`src/rtl/fetch_unit.sv`:
```
// fetch_unit: instruction fetch stage with an IF/ID output register and a
// one-entry skid buffer.
//
// The unit requests words from instruction memory at pc while in FETCH.
// A response is written straight into the output register when decode can
// take it. Otherwise it is parked in the skid buffer, and the unit stops
// requesting (FULL) until decode drains the output register. A redirect
// overrides everything in the cycle it is seen.
//
// Ports
//   clock, reset            : clock; asynchronous active-low reset
//   imem_req, imem_addr     : fetch request and word byte address
//   imem_ready, imem_data   : response valid for the current imem_addr, and its data
//   stall                   : decode cannot accept a new instruction
//   redirect, redirect_pc   : restart fetch at redirect_pc (bits [1:0] dropped)
//   instr, instr_pc,
//   instr_pc4, instr_valid  : IF/ID register
//   fetch_error             : sticky flag, set by a misaligned redirect
module fetch_unit #(
    parameter logic [31:0] RESET_PC = 32'h0000_0000
) (
    input  logic        clock,
    input  logic        reset,
    output logic        imem_req,
    output logic [31:0] imem_addr,
    input  logic        imem_ready,
    input  logic [31:0] imem_data,
    input  logic        stall,
    input  logic        redirect,
    input  logic [31:0] redirect_pc,
    output logic [31:0] instr,
    output logic [31:0] instr_pc,
    output logic [31:0] instr_pc4,
    output logic        instr_valid,
    output logic        fetch_error
);

    typedef enum logic {FETCH, FULL} state_t;

    state_t      state_q, state_d;
    logic        req_en_q, req_en_d;
    logic [31:0] pc_q, pc_d;
    logic [31:0] skid_instr_q, skid_instr_d;
    logic [31:0] skid_pc_q, skid_pc_d;
    logic [31:0] instr_q, instr_d;
    logic [31:0] instr_pc_q, instr_pc_d;
    logic [31:0] instr_pc4_q, instr_pc4_d;
    logic        instr_valid_q, instr_valid_d;
    logic        fetch_error_q, fetch_error_d;

    logic        out_free;
    logic        fire;

    // req_en_q is cleared by reset and set at the first clock edge. This keeps
    // imem_req low while reset is held and for the rest of the cycle in which
    // reset is released.
    assign imem_req  = req_en_q && (state_q == FETCH);
    assign imem_addr = pc_q;
    assign fire      = imem_req && imem_ready;
    assign out_free  = !instr_valid_q || !stall;

    assign instr       = instr_q;
    assign instr_pc    = instr_pc_q;
    assign instr_pc4   = instr_pc4_q;
    assign instr_valid = instr_valid_q;
    assign fetch_error = fetch_error_q;

    always_comb begin
        state_d       = state_q;
        req_en_d      = 1'b1;
        pc_d          = pc_q;
        skid_instr_d  = skid_instr_q;
        skid_pc_d     = skid_pc_q;
        instr_d       = instr_q;
        instr_pc_d    = instr_pc_q;
        instr_pc4_d   = instr_pc4_q;
        instr_valid_d = instr_valid_q;
        fetch_error_d = fetch_error_q | (redirect && (redirect_pc[1:0] != 2'b00));

        if (redirect) begin
            // Returning to FETCH discards the skid entry. A response seen in
            // the same cycle is dropped because nothing is loaded here.
            pc_d          = {redirect_pc[31:2], 2'b00};
            instr_valid_d = 1'b0;
            state_d       = FETCH;
        end else begin
            case (state_q)
                FETCH: begin
                    if (fire) begin
                        pc_d = pc_q + 32'd4;   // wraps modulo 2^32
                        if (out_free) begin
                            instr_d       = imem_data;
                            instr_pc_d    = pc_q;
                            instr_pc4_d   = pc_q + 32'd4;
                            instr_valid_d = 1'b1;
                        end else begin
                            skid_instr_d = imem_data;
                            skid_pc_d    = pc_q;
                            state_d      = FULL;
                        end
                    end else if (out_free) begin
                        instr_valid_d = 1'b0;
                    end
                end
                FULL: begin
                    // Only leave FULL when decode drains the current output.
                    if (!stall) begin
                        instr_d       = skid_instr_q;
                        instr_pc_d    = skid_pc_q;
                        instr_pc4_d   = skid_pc_q + 32'd4;
                        instr_valid_d = 1'b1;
                        state_d       = FETCH;
                    end
                end
                default: state_d = FETCH;
            endcase
        end
    end

    always_ff @(posedge clock or negedge reset) begin
        if (!reset) begin
            state_q       <= FETCH;
            req_en_q      <= 1'b0;
            pc_q          <= RESET_PC;
            skid_instr_q  <= 32'd0;
            skid_pc_q     <= 32'd0;
            instr_q       <= 32'd0;
            instr_pc_q    <= 32'd0;
            instr_pc4_q   <= 32'd0;
            instr_valid_q <= 1'b0;
            fetch_error_q <= 1'b0;
        end else begin
            state_q       <= state_d;
            req_en_q      <= req_en_d;
            pc_q          <= pc_d;
            skid_instr_q  <= skid_instr_d;
            skid_pc_q     <= skid_pc_d;
            instr_q       <= instr_d;
            instr_pc_q    <= instr_pc_d;
            instr_pc4_q   <= instr_pc4_d;
            instr_valid_q <= instr_valid_d;
            fetch_error_q <= fetch_error_d;
        end
    end

endmodule

```
`config.mk`:
```
export PLATFORM = sky130hd
export DESIGN_NAME = fetch_unit
export DESIGN_NICKNAME = d
export VERILOG_FILES = /design/src/rtl/fetch_unit.sv
export SDC_FILE = /design/constraint.sdc
export NUM_CORES = 1
export LEC_CHECK = 0
export ABC_CLOCK_PERIOD_IN_PS = 3100
export CAP_MARGIN = 20
export CORE_MARGIN = 3
export CORE_UTILIZATION = 35
export DETAILED_ROUTE_END_ITERATION = 10
export DONT_BUFFER_PORTS = 1
export SYNTH_ARGS = -nofsm -noshare
export SYNTH_HDL_FRONTEND = slang
export SYNTH_SLANG_ARGS = --single-unit
```
`constraint.sdc`:
```
create_clock -name clock -period 3.1 [get_ports clock]
set_input_delay 0.465 -clock clock [delete_from_list [all_inputs] [get_ports clock]]
set_output_delay 0.465 -clock clock [all_outputs]
set_load 0.1 [all_outputs]
```
# After elaboration in Yosys (flattened, before gate mapping)
# Index checks and enable logic that the tools add are counted.
[op_classes] bitwise=4 reduce_logical=12 n_eq_ne=6 mux=26 n_addsub=2
[op_table] operator="32-bit 2-to-1 mux" n=12
[op_table] operator="32-bit one-hot mux with 2 select lines" n=3
[op_table] operator="32-bit by 3-bit adder with 32-bit output, second input constant" n=2
[op_table] operator="1-bit 2-to-1 mux" n=9
[op_table] operator="2-bit inequality test, second input constant" n=4
[op_table] operator="4-bit AND reduction" n=2
[op_table] operator="3-bit inequality test, second input constant" n=2
[op_table] operator="1-bit one-hot mux with 2 select lines" n=2
[op_table] operator="2-bit AND reduction" n=2
[op_table] operator="2-bit nonzero test" n=2
[op_table] operator="1-bit logical AND" n=3
[op_table] operator="1-bit inverter" n=3
[op_table] operator="1-bit zero test" n=2
[op_table] operator="1-bit logical OR" n=1
[op_table] operator="1-bit bitwise OR" n=1
[totals] in_bits=69 out_inout_bits=131 reg_bits=196

# Logic depth before layout (Yosys ltp)
[depth] depth_word=6 mapped_depth=9 depth_no_buf=7

# Least setup slack after synthesis
# No wires, ideal clock.
[synth_path] kind="reg-to-reg" start="register pc_q[7] (netlist: imem_addr[7])" end="register instr_pc4_q[25] (netlist: instr_pc4[25])" slack_ns=0.360 required_time_ns=2.974 t_arrival_ns=2.614 synth_period_minus_slack_ns=2.740 stages_incl_launch_ff=9 setup_time_ns=0.126 cell_sequence="dfrtp_1 -> buf_2 -> nand4_4 -> nor3_4 -> and3_1 -> buf_6 -> and3_1 -> xor2_1 -> a221o_1"
[synth_between] elab_chain_len=4
[synth_lines] item="start: declaration" line="42" text="logic [31:0] pc_q, pc_d;"
[synth_lines] item="start signal: assignment" line="135" text="pc_q <= pc_d;"
[synth_lines] item="32-bit by 3-bit adder with 32-bit output" line="94" text="instr_pc4_d = pc_q + 32'd4;"
[synth_lines] item="32-bit 2-to-1 mux" line="91" text="if (out_free) begin"
[synth_lines] item="32-bit 2-to-1 mux" line="89" text="if (fire) begin"
[synth_lines] item="32-bit one-hot mux with 2 select lines" line="87" text="case (state_q)"
[synth_lines] item="end signal: assignment" line="140" text="instr_pc4_q <= instr_pc4_d;"
[synth_lines] item="end: declaration" line="47" text="logic [31:0] instr_pc4_q, instr_pc4_d;"
# No other way between the ends. The select of a mux whose other input is x is not followed.
# A chain may end at the register's enable or synchronous reset.

# Worst setup path in the final report
[layout_path] start="register state_q" end="register instr_pc_q[31] (netlist: instr_pc[31])"
[layout_between] elab_chain_len=5 word_cells_on_any_way=8 classes_between="3 x eq/ne; 1 x mux; 1 x bitwise; 3 x reduce/logical"
[layout_lines] item="start: declaration" line="40" text="state_t state_q, state_d;"
[layout_lines] item="start signal: assignment" line="133" text="state_q <= state_d;"
[layout_lines] item="1-bit inverter (no line)"
[layout_lines] item="1-bit logical AND" line="57" text="assign imem_req = req_en_q && (state_q == FETCH);"
[layout_lines] item="1-bit logical AND" line="59" text="assign fire = imem_req && imem_ready;"
[layout_lines] item="2-bit inequality test (no line)"
[layout_lines] item="4-bit AND reduction (no line)"
[layout_lines] item="end signal: assignment" line="139" text="instr_pc_q <= instr_pc_d;"
[layout_lines] item="end: declaration" line="46" text="logic [31:0] instr_pc_q, instr_pc_d;"
# Parallel ways exist; a longest one is shown, timed or not.

==> out/results.ini <==
[status]
status = finished, violations left
violations = negative hold slack

[synth]
yosysWarnings = 0
synthTopCellsByArea = dfrtp_1 (51%), mux2_2 (7.5%), mux2i_1 (7.0%)
syn_area_per_cell_um2 = 10.4
synth_edf_count = 0
synth_area_leader_cell = dfrtp_1
synthMostInstantiatedCell = dfrtp_1
yosysUniqueCellTypes = 47
synth_seq_area_share_pct = 50.7
synth_common_cells = dfrtp_1 (188), nand2_1 (149), o21ai_0 (118)
synth_ff_type = dfrtp_1
synth-seq-cells = 188
synthCells = 893
ys_async_sr_fraction_pct = 100
synth_area_um2 = 9290
synth_top_area_share_pct = 50.7

[global_route]
grt_pass1_wl_mm = 37.8
overflow = 0
antenna_found_initial = 1
grt_pass1_vias = 6296
grt_max_degree = 189
grt_usage_pct = 17.0

[pwr]
p_per_area_nw_per_um2 = 805
p_leak_nw = 4.37
power_mw = 8.31
ir_drop_mv = 0.395

[setup_path]
worstPathMaxFanout = 75
critical_path_class = flip-flop to flip-flop
r2r-start = state_q$_DFF_PN0_
crit_required_ps = 3380
ff2ff_setup_slack_ps = 530
rr_worst_depth = 4
setup.worst_path.end = instr_pc[31]$_DFFE_PN0P_
arrival_ps = 2850
critical_path.startpoint = state_q$_DFF_PN0_
end_kind = flip-flop
r2r_end = instr_pc[31]$_DFFE_PN0P_
crit_path_start_kind = flip-flop

[sta]
finalMaxSlewViolations = 0
setup_viol = 0
fin_skew_ps = 7.27
rsz0062_at_grt = no
period_share_pct = 83.0
setup_ws_ps = 526
whs_ps = -258
clock.fmax_mhz = 389
period_needed_ps = 2570
relSlewSlack_pct = 29.4
timing_hold_violations_final = 188
worst-slew-pin-transition_ps = 1060
tns_ps = 0

[final_layout]
n_antenna_cell = 0
multi_input_area_um2 = 4270
nNetsFinal = 956
num-fill-cells = 2529
regArea_um2 = 4710
drive_gt1_share_pct = 17.1
synthToLayoutAreaGrowth_pct = 11.0

[place]
gp_congestion = 0.788
port_buffers = 0
dp_slack_ps = 513
hpwl_mm = 16.4

[floorplan]
start_util_pct = 36.3
dieHeight_um = 169
die-area_um2 = 28500
die_x_um = 169
core_um2 = 25600
rows = 58
ios = 200

[drt]
via_per_inst = 5.17
drt_iter0_drc = 471
routed_wirelength_mm = 24.2
ant_nets = 0
drc = 0
route.detailed.wl_per_inst_um = 19.7
drt-pass1-iter-count = 4
vias = 6351

[clock_tree]
root_buffer = clkbuf_16
cts_buffers = 17
cts.htree.levels = 4
clk_path_buf_depth = 2
cts.clk_slew.worst_paths_ps = 80
worstSkewPairLatency_ps = 430
cts_tree = yes
clkSinkCount = 188

[job]
cap_violations = 0

[min_path]
min_path_type = primary input to asynchronous set/reset pin

[routing by layer]
metal | track usage [%] | part of all wire (%)
met5 | 0 | 0.070
met4 | 4.62 | 1.1
met3 | 5.96 | 9.1
met2 | 26.0 | 45
met1 | 23.0 | 44
[critical path: stages, from the launching register on]
cell     delay (ps)
dfrtp_4         760
o21a_1          240
or3_4           640
buf_4           570
o21ai_0         190
[cells in the final DEF (no fill, tap or decap), types with 5 or more instances in the layout]
cell type  instances
dfrtp_1          187
nand2_1          149
o21ai_0          118
mux2i_1           65
mux2_2            62
xor2_1            49
buf_4             39
xnor2_1           34
nand3_1           31
nor2_1            24
nand4_1           19
and3_1            17
clkbuf_16         17
conb_1             7
o221ai_1           5
[timing repair]
| action | CTS | global route |
|---|---|---|
| gates resized for setup | 0 | 0 |
| endpoints found under the hold margin | 188 | 188 |
| buffers inserted | 0 | 0 |
[kinds of logic after synthesis]
| group | Yosys count | synth area share [%] |
|---|---|---|
| xor+xnor | 83 | 7.83 |
| buf+inv | 74 | 3.77 |
| other cells | 2 | 0.0809 |
| fa+ha+maj | 2 | 0.269 |
| simple gates | 274 | 14.4 |
| compound gates | 143 | 8.50 |
| mux | 127 | 14.5 |
| flops | 188 | 50.7 |
[sequential cells by signal, summed over array words and instances, names as in the netlist]
| register | count |
|---|---|
| skid_pc_q | 30 |
| skid_instr_q | 32 |
| state_q | 1 |
| instr | 32 |
| req_en_q | 1 |
| instr_pc | 30 |
| fetch_error | 1 |
| imem_addr | 30 |
| instr_valid | 1 |
| instr_pc4 | 30 |
[worst min-delay path by stage]
stage / startpoint / endpoint / slack (ps) / depth (start not counted)
2_1_floorplan: reset / fetch_error$_DFF_PN0_ / 170 / 0
3_3_place_gp: reset / imem_addr[15]$_DFFE_PN0P_ / 180 / 0
3_5_place_dp: reset / imem_addr[17]$_DFFE_PN0P_ / 180 / 0
4_1_cts: reset / imem_addr[18]$_DFFE_PN0P_ / -290 / 0
5_1_grt: reset / imem_addr[17]$_DFFE_PN0P_ / -290 / 0
6_report: reset / imem_addr[18]$_DFFE_PN0P_ / -260 / 0
[area by class of cell]
| cell class | instances | share of cell area (%) |
|---|---|---|
| Clock buffer | 17 | 4.13 |
| Timing Repair Buffer | 40 | 3.03 |
| Sequential cell | 188 | 45.7 |
| Clock inverter | 15 | 1.74 |
| Multi-Input combinational cell | 636 | 41.4 |
| Inverter | 2 | 0.0728 |
| Tap cell | 330 | 4.00 |
[power by group]
| part | switching [mW] | total, mW | internal (mW) | leakage, nW |
|---|---|---|---|---|
| sequential | 2.17 | 4.99 | 2.82 | 2.39 |
| combinational | 0.658 | 1.03 | 0.374 | 1.69 |
| clock | 1.06 | 2.28 | 1.22 | 0.291 |
| total | 3.89 | 8.31 | 4.41 | 4.37 |
[stage by stage]
stage	instance area, um2	std cells	util [%]	hold slack (ps)
2_1_floorplan	9310	898	-	169
3_3_place_gp	9710	1196	37.9	185
3_5_place_dp	9710	1196	37.9	182
4_1_cts	10300	1228	40.3	-286
5_1_grt	10300	1228	40.3	-292
6_report	10300	1228	40.3	-258
Power figures use the tool's default switching activity.
